`config.mk`:
```
export PLATFORM = sky130hd
export DESIGN_NAME = addsub_arbiter
export DESIGN_NICKNAME = d
export VERILOG_FILES = /design/src/rtl/addsub_arbiter.sv
export SDC_FILE = /design/constraint.sdc
export NUM_CORES = 1
export LEC_CHECK = 0
export ABC_AREA = 0
export CORE_AREA = 5 5 75 77
export CTS_CLUSTER_SIZE = 30
export DETAILED_ROUTE_END_ITERATION = 10
export DIE_AREA = 0 0 80 82
export HOLD_SLACK_MARGIN = 0.03
export PLACE_DENSITY = 0.68
export SYNTH_ARGS = -nofsm -noshare
export SYNTH_HDL_FRONTEND = slang
export SYNTH_SLANG_ARGS = --single-unit
```
`constraint.sdc`:
```
create_clock -name clk -period 1.75 [get_ports clk]
set_input_delay 0.35 -clock clk [delete_from_list [all_inputs] [get_ports clk]]
set_output_delay 0.35 -clock clk [all_outputs]
set_load 0.1 [all_outputs]
```
`src/rtl/addsub_arbiter.sv`:
```
// Round-robin arbiter that time-shares one external combinational 4-bit
// adder/subtractor among NREQ requesters and returns tagged results.
module addsub_arbiter #(
    parameter int NREQ = 4,
    parameter int W    = 4,
    localparam int IDW = $clog2(NREQ)
) (
    input  logic              clk,
    input  logic              rst,
    input  logic [NREQ-1:0]   req_valid,
    output logic [NREQ-1:0]   req_ready,
    input  logic [NREQ*W-1:0] req_a,
    input  logic [NREQ*W-1:0] req_b,
    input  logic [NREQ-1:0]   req_sub,
    output logic [W-1:0]      au_a,
    output logic [W-1:0]      au_b,
    output logic              au_sub,
    input  logic              au_cy,
    input  logic [W-1:0]      au_f,
    output logic              rsp_valid,
    input  logic              rsp_ready,
    output logic [IDW-1:0]    rsp_id,
    output logic [W-1:0]      rsp_f,
    output logic              rsp_cy,
    output logic              busy
);

    localparam int unsigned NREQ_U = NREQ;

    typedef enum logic [1:0] {IDLE, EXEC, RESP} state_e;

    state_e         state_q, state_d;
    logic [IDW-1:0] rr_ptr_q, rr_ptr_d;
    logic [IDW-1:0] id_q, id_d;
    logic [W-1:0]   au_a_q, au_a_d;
    logic [W-1:0]   au_b_q, au_b_d;
    logic           au_sub_q, au_sub_d;
    logic [W-1:0]   rsp_f_q, rsp_f_d;
    logic           rsp_cy_q, rsp_cy_d;
    logic           rsp_valid_q, rsp_valid_d;

    logic           win_found;
    logic [IDW-1:0] win_id;
    logic [IDW-1:0] cand;
    logic [W-1:0]   a_sel;
    logic [W-1:0]   b_sel;

    // First valid requester at or after rr_ptr, wrapping modulo NREQ.
    always_comb begin
        win_found = 1'b0;
        win_id    = '0;
        cand      = '0;
        for (int unsigned k = 0; k < NREQ_U; k++) begin
            cand = IDW'((32'(rr_ptr_q) + k) % NREQ_U);
            if (!win_found && req_valid[cand]) begin
                win_found = 1'b1;
                win_id    = cand;
            end
        end
    end

    assign a_sel = W'(req_a >> (32'(win_id) * W));
    assign b_sel = W'(req_b >> (32'(win_id) * W));

    always_comb begin
        state_d     = state_q;
        rr_ptr_d    = rr_ptr_q;
        id_d        = id_q;
        au_a_d      = au_a_q;
        au_b_d      = au_b_q;
        au_sub_d    = au_sub_q;
        rsp_f_d     = rsp_f_q;
        rsp_cy_d    = rsp_cy_q;
        rsp_valid_d = rsp_valid_q;
        req_ready   = '0;
        unique case (state_q)
            IDLE: begin
                if (win_found) begin
                    req_ready = NREQ'(1) << win_id;
                    au_a_d    = a_sel;
                    au_b_d    = b_sel;
                    au_sub_d  = req_sub[win_id];
                    id_d      = win_id;
                    rr_ptr_d  = (win_id == IDW'(NREQ - 1)) ? '0 : win_id + IDW'(1);
                    state_d   = EXEC;
                end
            end
            EXEC: begin
                rsp_f_d     = au_f;
                rsp_cy_d    = au_cy;
                rsp_valid_d = 1'b1;
                state_d     = RESP;
            end
            RESP: begin
                if (rsp_ready) begin
                    rsp_valid_d = 1'b0;
                    state_d     = IDLE;
                end
            end
            default: state_d = IDLE;
        endcase
    end

    always_ff @(posedge clk) begin
        if (rst) begin
            state_q     <= IDLE;
            rr_ptr_q    <= '0;
            id_q        <= '0;
            au_a_q      <= '0;
            au_b_q      <= '0;
            au_sub_q    <= 1'b0;
            rsp_f_q     <= '0;
            rsp_cy_q    <= 1'b0;
            rsp_valid_q <= 1'b0;
        end else begin
            state_q     <= state_d;
            rr_ptr_q    <= rr_ptr_d;
            id_q        <= id_d;
            au_a_q      <= au_a_d;
            au_b_q      <= au_b_d;
            au_sub_q    <= au_sub_d;
            rsp_f_q     <= rsp_f_d;
            rsp_cy_q    <= rsp_cy_d;
            rsp_valid_q <= rsp_valid_d;
        end
    end

    assign au_a      = au_a_q;
    assign au_b      = au_b_q;
    assign au_sub    = au_sub_q;
    assign rsp_valid = rsp_valid_q;
    assign rsp_id    = id_q;
    assign rsp_f     = rsp_f_q;
    assign rsp_cy    = rsp_cy_q;
    assign busy      = (state_q != IDLE);

endmodule
```
==> run metrics, run 1 <==
status finished with violations; violated checks setup timing; Yosys warning total 0; top library cells by usage in the layout, fill and taps aside sky130_fd_sc_hd__clkdlybuf4s50_1 (43), sky130_fd_sc_hd__mux2i_1 (23), sky130_fd_sc_hd__buf_12 (22); count of buffers from port buffering between 60 and 70; largest net degree at the start of global routing 19; number of core rows 26; most crowded layer after global routing met2; number of DRC violations after detailed-routing iteration 0 13; clock latency on the worst-skew pair roughly 0.26 ns; number of vias per cell around 4.5; number of enable-type register cells in the synthesized netlist 0; Post-DRT Antenna Nets 0; share of final-layout standard cells stronger than drive strength 1 0.401; largest stage delay on the critical path 0.36 ns; initial antenna violation count 0; endpoint arrival time on the critical path between 1.5 and 2 ns; power density relative to cell area around 1000 nW/µm²; library cells used by synthesis 31; number of detailed-route iterations in the first pass 4; kind of cell adding the most delay to the critical path flip-flops; global-route congestion overflow total 0; core outline area just under 5000 µm²; post-route clock skew approximately 0.0036 ns; Max Fanout on Critical Path 4; first-pass GRT wire length 6290 µm; cells after synthesis 122; worst hold slack about 0.50 ns; placed wire-length estimate after detailed placement 3020 µm; clock-pin slew of the registers on the worst-case setup and hold paths around 0.09 ns; CTS tree built; RSZ-0062 raised after global routing true; Final Wtd Congestion 0.737; share of async-settable or async-resettable flops after synthesis 0; endpoints failing setup 4; WL per Instance 14.0 µm; Least-Margin Pin Slew about 0.31 ns; Avg Cell Area, Syn 9.72 µm²; number of nets in the synthesized netlist about 170; library cell contributing the largest single delay on the critical path sky130_fd_sc_hd__dfxtp_2; Syn-to-layout area delta 112%; Clock Sinks 21; met3 global-route usage 0.0230; power after layout ~2.6 mW; Critical Path Start Type register; CP cell instances and2b_4 -> o21ai_4 -> o221ai_4 -> inv_4 -> ha_4 -> and2_4 -> buf_12; Syn Std Cell Area 1190 µm²; Leakage just over 1 nW; headroom to the max-slew limit 0.793; via count 1257; met1 track utilization from global routing 0.141; Starting Density 0.240; start-to-end type of the worst setup path register to output pin; number of antenna diodes 0; Peak VDD IR 0.464 mV; final worst setup slack -0.216 ns; worst path bufs/invs 2; maximum buffer depth of the clock tree 2; minimum period implied by the final worst setup slack approximately 2 ns; clock root buffer sky130_fd_sc_hd__clkbuf_8; max-slew violation total from the final report 0; count of H-tree levels built during CTS 1; WL final ~4000 µm; GR met2 Demand/Resource 0.227; most common library cell in the layout ignoring fill and taps sky130_fd_sc_hd__clkdlybuf4s50_1; Die Ht 82 µm; nature of the critical path endpoint output pin; share of synthesized area occupied by flip-flops and latches 0.354; Final Net Count 262; Residual DRC 0; CTS Hold Bufs 0; num ports 70; register bit total from synthesis 21; Total GRT Usage 0.120; Primary FF master, synth sky130_fd_sc_hd__dfxtp_1; Hold Vio Cnt, Final 0; final core utilization 0.509; maximum clock frequency slightly above 0.5 GHz; Die Footprint between 6000 and 7000 µm²; Die Wd roughly 80 µm; endpoint required time on the critical path approximately 1.4 ns; clock buffer count from CTS 3; worst min-delay path category register to register; max-capacitance violation count 0; part of the cycle the worst path needs 1.12; vias in the first global route 1327
-- power by group --
group          internal [mW]  switching [mW]  total, mW
clock network          0.162           0.174      0.337
registers              0.556          0.0733      0.630
logic                  0.720           0.954       1.67
total                   1.44            1.20       2.64
-- registers in the layout (all words and copies together) (netlist names) --
signal	flops
state_q	2
au_sub	1
au_a	4
rsp_cy	1
rsp_id	2
rr_ptr_q	2
rsp_f	4
au_b	4
rsp_valid	1
-- worst register-to-register path, cell delays in order, from the launching register on --
cell	delay, ns
sky130_fd_sc_hd__dfxtp_2	0.32
sky130_fd_sc_hd__or2_4	0.25
sky130_fd_sc_hd__a21o_4	0.21
sky130_fd_sc_hd__buf_6	0.12
sky130_fd_sc_hd__buf_4	0.13
sky130_fd_sc_hd__buf_4	0.16
sky130_fd_sc_hd__or3_1	0.33
sky130_fd_sc_hd__a21oi_2	0.12
-- metrics by stage --
step | setup TNS, ns | instances | setup slack, ns | instance area (µm²)
CTS | -0.812 | 283 | -0.230 | 2480
global placement | -6.90 | 271 | -0.534 | 2310
detailed placement | -7.18 | 271 | -0.564 | 2310
global route | -1.18 | 282 | -0.296 | 2520
floorplan | -1.54 | 122 | -0.614 | 1260
finish | -0.784 | 282 | -0.216 | 2520
-- what timing repair did --
item | CTS | global route
setup buffers | 8 | 0
setup endpoints to repair | 14 | 13
pin swaps | 8 | 3
resized for setup | 23 | 11
cloned | 0 | 0
-- metal layers --
layer	wire length, µm	share of wire	vias to the layer above
met5	0	0	-
met4	15	0.0038	0
met3	173	0.044	2
met2	2190	0.55	25
met1	1580	0.40	601
li1	-	-	629
-- synth_stat cells (2+ instances only) --
library cell               count  share of area
sky130_fd_sc_hd__clkbuf_1      4          0.013
sky130_fd_sc_hd__nor2b_1       2          0.011
sky130_fd_sc_hd__buf_6         2          0.019
sky130_fd_sc_hd__nand3b_1     10          0.063
sky130_fd_sc_hd__dfxtp_1      21           0.35
sky130_fd_sc_hd__o221ai_1      9          0.066
sky130_fd_sc_hd__nor2_1       12          0.038
sky130_fd_sc_hd__nor3b_1       2          0.013
sky130_fd_sc_hd__nand2_1       9          0.028
sky130_fd_sc_hd__inv_1         3         0.0095
sky130_fd_sc_hd__mux2i_1      23           0.19
sky130_fd_sc_hd__a21oi_1       6          0.025
-- kinds of logic after synthesis --
| kind of cell | count (synthesis) | share of synthesized area |
|---|---|---|
| fa+ha+maj | 1 | 0.0105 |
| mux | 23 | 0.194 |
| buf+inv | 11 | 0.0622 |
| compound gates | 21 | 0.147 |
| simple gates | 45 | 0.232 |
| flops | 21 | 0.354 |
-- path summary, 6_finish.rpt --
path                     from            to  slack [ns]  depth (start not counted)
setup / recovery  rr_ptr_q[0]  req_ready[3]       -0.22                          7
hold / removal      rsp_id[0]     rsp_id[0]        0.50                          2
setup reg to reg   state_q[1]   rr_ptr_q[0]        0.04                          7
hold reg to reg     rsp_id[0]     rsp_id[0]        0.50                          2
-- layout make-up --
| class | instances | area [µm²] |
|---|---|---|
| inverter | 3 | 13.8 |
| tap | 70 | 87.6 |
| sequential | 21 | 428 |
| timing repair buffer | 94 | 1110 |
| multi-input combinational | 90 | 836 |
| fill | 473 | 2430 |
| clock buffer | 4 | 45.0 |
Power figures use the tool's default switching activity.
==> inputs of run 2 (changes only) <==
==> constraint.sdc (replaced) <==
create_clock -name clk -period 1.75 [get_ports clk]
set_input_delay 0.525 -clock clk [delete_from_list [all_inputs] [get_ports clk]]
set_output_delay 0.525 -clock clk [all_outputs]
set_load 0.1 [all_outputs]
==> run 2 against run 1 <==
The run still ends with setup timing left; critical path depth rose by 1; hold slack got worse by 0.0035 ns; die area did not move; clock power fell by 3%; non-clock buffer count fell by 1; cell count fell by 0.35%; flip-flop and latch count did not move; wire length fell by 4.7%; setup slack got worse by 0.21 ns; global-route usage fell by 0.74 points; via count fell by 4.1%; sequential power barely moved; critical path type is now input port to output pin; largest power group unchanged.
==> run metrics, run 2 (synthesis results as in run 1) <==
endpoints failing setup 4 (unchanged); Max Fanout on Critical Path 4 (unchanged); CTS tree built; max-slew violation total from the final report 0 (unchanged); Critical Path Start Type input port; endpoint required time on the critical path 1.22 ns (-0.18 ns); final worst setup slack -0.425 ns (-0.209 ns); power density relative to cell area 1040 nW/µm² (-0.48%); number of core rows 26 (unchanged); number of vias per cell 4.29 (-3.7%); crit path capture req_ready[3]; share of final-layout standard cells stronger than drive strength 1 0.398 (-0.00284); worst min-delay path category register to register; clock root buffer sky130_fd_sc_hd__clkbuf_8; setup slack on the worst flop-to-flop path 0.06 ns (+0.02 ns); Total GRT Usage 0.113 (-0.00743); core outline area 4940 µm² (unchanged); nature of the critical path endpoint output pin; critical path startpoint req_valid[0]; Residual DRC 0 (unchanged); Final Net Count 261 (-0.38%); number of DRC violations after detailed-routing iteration 0 37 (+24); clock-pin slew of the registers on the worst-case setup and hold paths 0.09 ns (about the same); headroom to the max-slew limit 0.800 (+0.00666); violated checks setup timing; endpoint arrival time on the critical path 1.65 ns (+0.03 ns); Leakage 1.02 nW (-1.6%); top library cells by usage in the layout, fill and taps aside sky130_fd_sc_hd__clkdlybuf4s50_1 (43), sky130_fd_sc_hd__buf_4 (24), sky130_fd_sc_hd__mux2i_1 (23); R2R cell count 8 (+1); library cell contributing the largest single delay on the critical path sky130_fd_sc_hd__o21ai_4; Die Footprint 6560 µm² (unchanged); Syn-to-layout area delta 108%; placed wire-length estimate after detailed placement 3080 µm (+2.2%); placed cell count 276 (+1.8%); number of detailed-route iterations in the first pass 4 (unchanged); start of the worst register-to-register path state_q[1]; status finished with violations; count of H-tree levels built during CTS 1 (unchanged); vias in the first global route 1267 (-4.5%); non-filler instance count after layout 281 (-0.35%); Final Wtd Congestion 0.752 (+2.2%); post-route clock skew 0.00740 ns (+0.00381 ns); WL final 3780 µm (-4.7%); Die Ht 82 µm (unchanged); part of the cycle the worst path needs 1.24 (+0.119); RSZ-0062 raised after global routing true; most common library cell in the layout ignoring fill and taps sky130_fd_sc_hd__clkdlybuf4s50_1; worst hold slack 0.494 ns (-0.00348 ns); aggregate negative setup slack -1.52 ns (-0.732 ns); clock latency on the worst-skew pair 0.26 ns (about the same); Peak VDD IR 0.574 mV (+24%); largest net degree at the start of global routing 19 (unchanged); number of antenna diodes 0 (unchanged); count of buffers from port buffering 69 (unchanged); minimum period implied by the final worst setup slack 2.17 ns (+0.209 ns); clock buffer count from CTS 3 (unchanged); Hold Vio Cnt, Final 0 (unchanged); Clock Sinks 21 (unchanged); maximum clock frequency 0.460 GHz (-9.6%); worst hold path depth 2 (unchanged); global-route congestion overflow total 0 (unchanged); initial antenna violation count 0 (unchanged); maximum buffer depth of the clock tree 2 (unchanged); first-pass GRT wire length 5910 µm (-5.9%); Least-Margin Pin Slew 0.300 ns (-0.00999 ns); final-layout fill cell count 477 (+0.85%); Post-DRT Antenna Nets 0 (unchanged); Die Wd 80 µm (unchanged); worst reg2reg endpoint au_b[0]; Starting Density 0.240 (unchanged); start-to-end type of the worst setup path input port to output pin; final core utilization 0.499 (-0.00962); num ports 70 (unchanged); largest stage delay on the critical path 0.17 ns (-0.19 ns); max-capacitance violation count 0 (unchanged); via count 1206 (-4.1%); placed instance area 2330 µm² (+0.81%); WL per Instance 13.4 µm (-4.3%); Design Area, Final 2470 µm² (-1.9%); CP cell instances buf_4 -> nor2b_4 -> o21ai_4 -> o221ai_2 -> inv_1 -> ha_2 -> and2_4 -> buf_12
## run 2: changes by cell type in the layout (fill, tap and decap cells not counted), moves of 2 or more
cell,delta
sky130_fd_sc_hd__buf_4,+3
sky130_fd_sc_hd__a21oi_2,-2
sky130_fd_sc_hd__buf_2,+2
sky130_fd_sc_hd__clkdlybuf4s15_1,-2
sky130_fd_sc_hd__o221ai_2,+2
sky130_fd_sc_hd__buf_6,-3
## run 2: layer usage
layer,vias up,part of all wire,global-route usage,wire (µm)
met5,-,0,0,0
met4,0,0.011,0.0236,40
met3,4,0.049,0.0296,186
met2,25,0.54,0.211,2050
met1,558,0.40,0.128,1500
li1,619,-,-,-
## run 2: repair_timing
item,4_1_cts,5_1_grt
cloned,0,0
endpoints found under the hold margin,0,0
buffers inserted,1,1
endpoints found under the setup margin,18,9
gates resized for setup,29,9
hold buffers,0,0
pin swaps,9,4
## run 2: through the flow
stage	total power [mW]	setup slack, ns
6_report	2.58	-0.425
5_1_grt	2.70	-0.468
4_1_cts	2.57	-0.444
3_5_place_dp	2.20	-0.941
3_3_place_gp	2.18	-0.901
2_1_floorplan	1.59	-0.789
## run 2: worst min-delay path by stage
stage | startpoint | to | slack, ns
finish | rsp_id[0] | rsp_id[0] | 0.49
global placement | rsp_id[0] | rsp_id[0] | 0.48
floorplan | rr_ptr_q[0] | rr_ptr_q[0] | 0.47
detailed placement | rsp_id[0] | rsp_id[0] | 0.49
global route | rsp_id[1] | rsp_id[1] | 0.52
CTS | rsp_id[0] | rsp_id[0] | 0.50
## run 2: layout make-up
type | count | area (µm²) | share of cell area
multi-input combinational | 90 | 821 | 0.332
clock inverter | 1 | 7.51 | 0.00304
clock buffer | 3 | 41.3 | 0.0167
tap | 70 | 87.6 | 0.0355
sequential | 21 | 424 | 0.172
timing repair buffer | 93 | 1080 | 0.436
inverter | 3 | 11.3 | 0.00456
## run 2: critical path: cells and delay by family
kind                       cells  cell delay, ns
and+or+nand+nor                2            0.28
buffers and inverters          3            0.38
AOI/OAI and AO/OA              2            0.29
adders and majority gates      1            0.17
## run 2: where the power goes
group          leakage [nW]  internal (mW)  switching [mW]
Combinational         0.825          0.693           0.930
Sequential            0.174          0.555          0.0744
Clock                0.0217          0.160           0.166
==> inputs of run 3 (changes only) <==
- CORE_AREA: 5 5 75 77 -> 5 5 66 68
- DIE_AREA: 0 0 80 82 -> 0 0 71 73
- PLACE_DENSITY: 0.68 -> 0.84
- clock period: 1.75 -> 1.74 ns (I/O delays scaled with it)
==> run 3 against run 2 <==
The flow still finishes with violations (setup timing); critical path depth stayed put; clock power is 4% lower; utilization is 15 points higher; global-route usage is 2.5 points higher; cell count is 6.0% lower; register-to-register slack hardly changed; die area is 21% lower; sequential power is 0.6% higher; wire length hardly changed; clock skew is 0.0067 ns lower.
==> run metrics, run 3 (synthesis results as in run 1) <==
Total GRT Usage 0.138 (+0.0249); RSZ-0062 raised after global routing true; Final Net Count 264 (+1.1%); max-capacitance violation count 0 (unchanged); power density relative to cell area 1060 nW/µm² (+1.1%); via count 1248 (+3.5%); worst hold slack 0.502 ns (+0.00780 ns); clock-pin slew of the registers on the worst-case setup and hold paths 0.07 ns (-0.02 ns); max-slew violation total from the final report 0 (unchanged); power after layout 2.62 mW (+1.6%); non-filler instance count after layout 264 (-6.0%); top library cells by usage in the layout, fill and taps aside sky130_fd_sc_hd__clkdlybuf4s50_1 (43), sky130_fd_sc_hd__buf_12 (24), sky130_fd_sc_hd__buf_4 (22); global-route congestion overflow total 0 (unchanged); vias in the first global route 1205 (-4.9%); Die Wd 71 µm (-11%); most common library cell in the layout ignoring fill and taps sky130_fd_sc_hd__clkdlybuf4s50_1; headroom to the max-slew limit 0.835 (+0.0350); final worst setup slack -0.482 ns (-0.0567 ns); Peak VDD IR 0.585 mV (+2.0%); number of core rows 23 (-12%); Starting Density 0.312 (+0.0724); largest net degree at the start of global routing 19 (unchanged); placed wire-length estimate after detailed placement 2950 µm (-4.1%); worst min-delay path category register to register; nature of the critical path endpoint output pin; part of the cycle the worst path needs 1.28; clock buffer count from CTS 3 (unchanged); WL final 3780 µm (about the same); maximum buffer depth of the clock tree 2 (unchanged); minimum period implied by the final worst setup slack about 2.2 ns; Syn-to-layout area delta 109%; start-to-end type of the worst setup path input port to output pin; number of DRC violations after detailed-routing iteration 0 25 (-32%); core outline area 3800 µm² (-23%); R2R cell count 9 (+1); Post-DRT Antenna Nets 0 (unchanged); Setup Slack @ Placement -0.887 ns (+0.0536 ns); aggregate negative setup slack -1.84 ns (-0.327 ns); final-layout fill cell count 312 (-35%); placed cell count 254 (-8.0%); Residual DRC 0 (unchanged); placed instance area 2300 µm² (-1.2%); Die Ht 73 µm (-11%); endpoints failing setup 4 (unchanged); number of detailed-route iterations in the first pass 4 (unchanged); worst hold path depth 2 (unchanged); endpoint required time on the critical path 1.22 ns (about the same); Critical Path Start Type input port; number of vias per cell 4.73 (+10%); Least-Margin Pin Slew 0.247 ns (-0.0534 ns); post-route clock skew 0.000718 ns (-0.00669 ns); Hold Vio Cnt, Final 0 (unchanged); count of buffers from port buffering 69 (unchanged); clock root buffer sky130_fd_sc_hd__clkbuf_8; endpoint arrival time on the critical path 1.70 ns (+0.05 ns); clock latency on the worst-skew pair 0.25 ns (about the same); WL per Instance 14.3 µm (+6.5%); CTS tree built; Design Area, Final 2480 µm² (+0.51%); first-pass GRT wire length 5770 µm (-2.5%); Clock Sinks 21 (unchanged); num ports 70 (unchanged); maximum clock frequency around 0.45 GHz; share of final-layout standard cells stronger than drive strength 1 0.393 (-0.00558); number of antenna diodes 0 (unchanged); Leakage 1.03 nW (+1.2%); initial antenna violation count 0 (unchanged); final core utilization 0.653 (+0.154); status finished with violations; Max Fanout on Critical Path 4 (unchanged); Die Footprint 5180 µm² (-21%); count of H-tree levels built during CTS 1 (unchanged); CTS Hold Bufs 0 (unchanged); violated checks setup timing; Final Wtd Congestion 0.850 (+13%)
-- run 3: changes by cell type in the layout (fill, tap and decap cells not counted) --
cell / delta
sky130_fd_sc_hd__o221ai_2: -4
sky130_fd_sc_hd__buf_8: +1
sky130_fd_sc_hd__nor2b_4: -1
sky130_fd_sc_hd__o221ai_1: +4
sky130_fd_sc_hd__clkinvlp_4: -1
sky130_fd_sc_hd__buf_4: -2
sky130_fd_sc_hd__buf_12: +2
sky130_fd_sc_hd__mux2i_1: -3
sky130_fd_sc_hd__mux2i_2: +3
sky130_fd_sc_hd__nor2b_1: +1
sky130_fd_sc_hd__clkbuf_1: +1
sky130_fd_sc_hd__buf_6: +2
-- run 3: worst max-delay path, stage by stage --
cell and delay (ns):
sky130_fd_sc_hd__buf_8 0.08, sky130_fd_sc_hd__buf_6 0.09, sky130_fd_sc_hd__nand2b_4 0.06, sky130_fd_sc_hd__a21boi_4 0.14, sky130_fd_sc_hd__buf_6 0.11, sky130_fd_sc_hd__o211a_4 0.25, sky130_fd_sc_hd__nor3b_4 0.23, sky130_fd_sc_hd__buf_12 0.20
-- run 3: final timing paths --
check          startpoint      endpoint  slack [ns]
max          req_valid[0]  req_ready[2]       -0.48
min             rsp_id[1]     rsp_id[1]        0.50
max reg2reg   rr_ptr_q[0]       au_a[0]        0.06
min reg2reg     rsp_id[1]     rsp_id[1]        0.50
-- run 3: layer usage --
metal / track usage / vias to the layer above / part of all wire
met5: 0 / - / 0
li1: - / 628 / -
met3: 0.0303 / 2 / 0.060
met4: 0.0438 / 0 / 0.0090
met1: 0.156 / 586 / 0.37
met2: 0.255 / 32 / 0.56
-- run 3: layout make-up --
type | count | area, µm² | share of cell area
Timing Repair Buffer | 96 | 1140 | 0.459
Inverter | 3 | 11.3 | 0.00454
Tap cell | 50 | 62.6 | 0.0252
Multi-Input combinational cell | 90 | 800 | 0.322
Sequential cell | 21 | 424 | 0.171
Clock buffer | 4 | 45.0 | 0.0181
-- run 3: repair_timing --
item | CTS | global route
gates resized for setup | 27 | 13
setup endpoints to repair | 17 | 13
cloned | 0 | 0
pin swaps | 6 | 7
setup buffers | 0 | 6
-- run 3: power by group --
part	internal, mW	leakage (nW)	switching, mW	total (mW)
combinational	0.731	0.836	0.941	1.67
sequential	0.558	0.174	0.0747	0.633
clock	0.163	0.0228	0.152	0.314
total	1.45	1.03	1.17	2.62
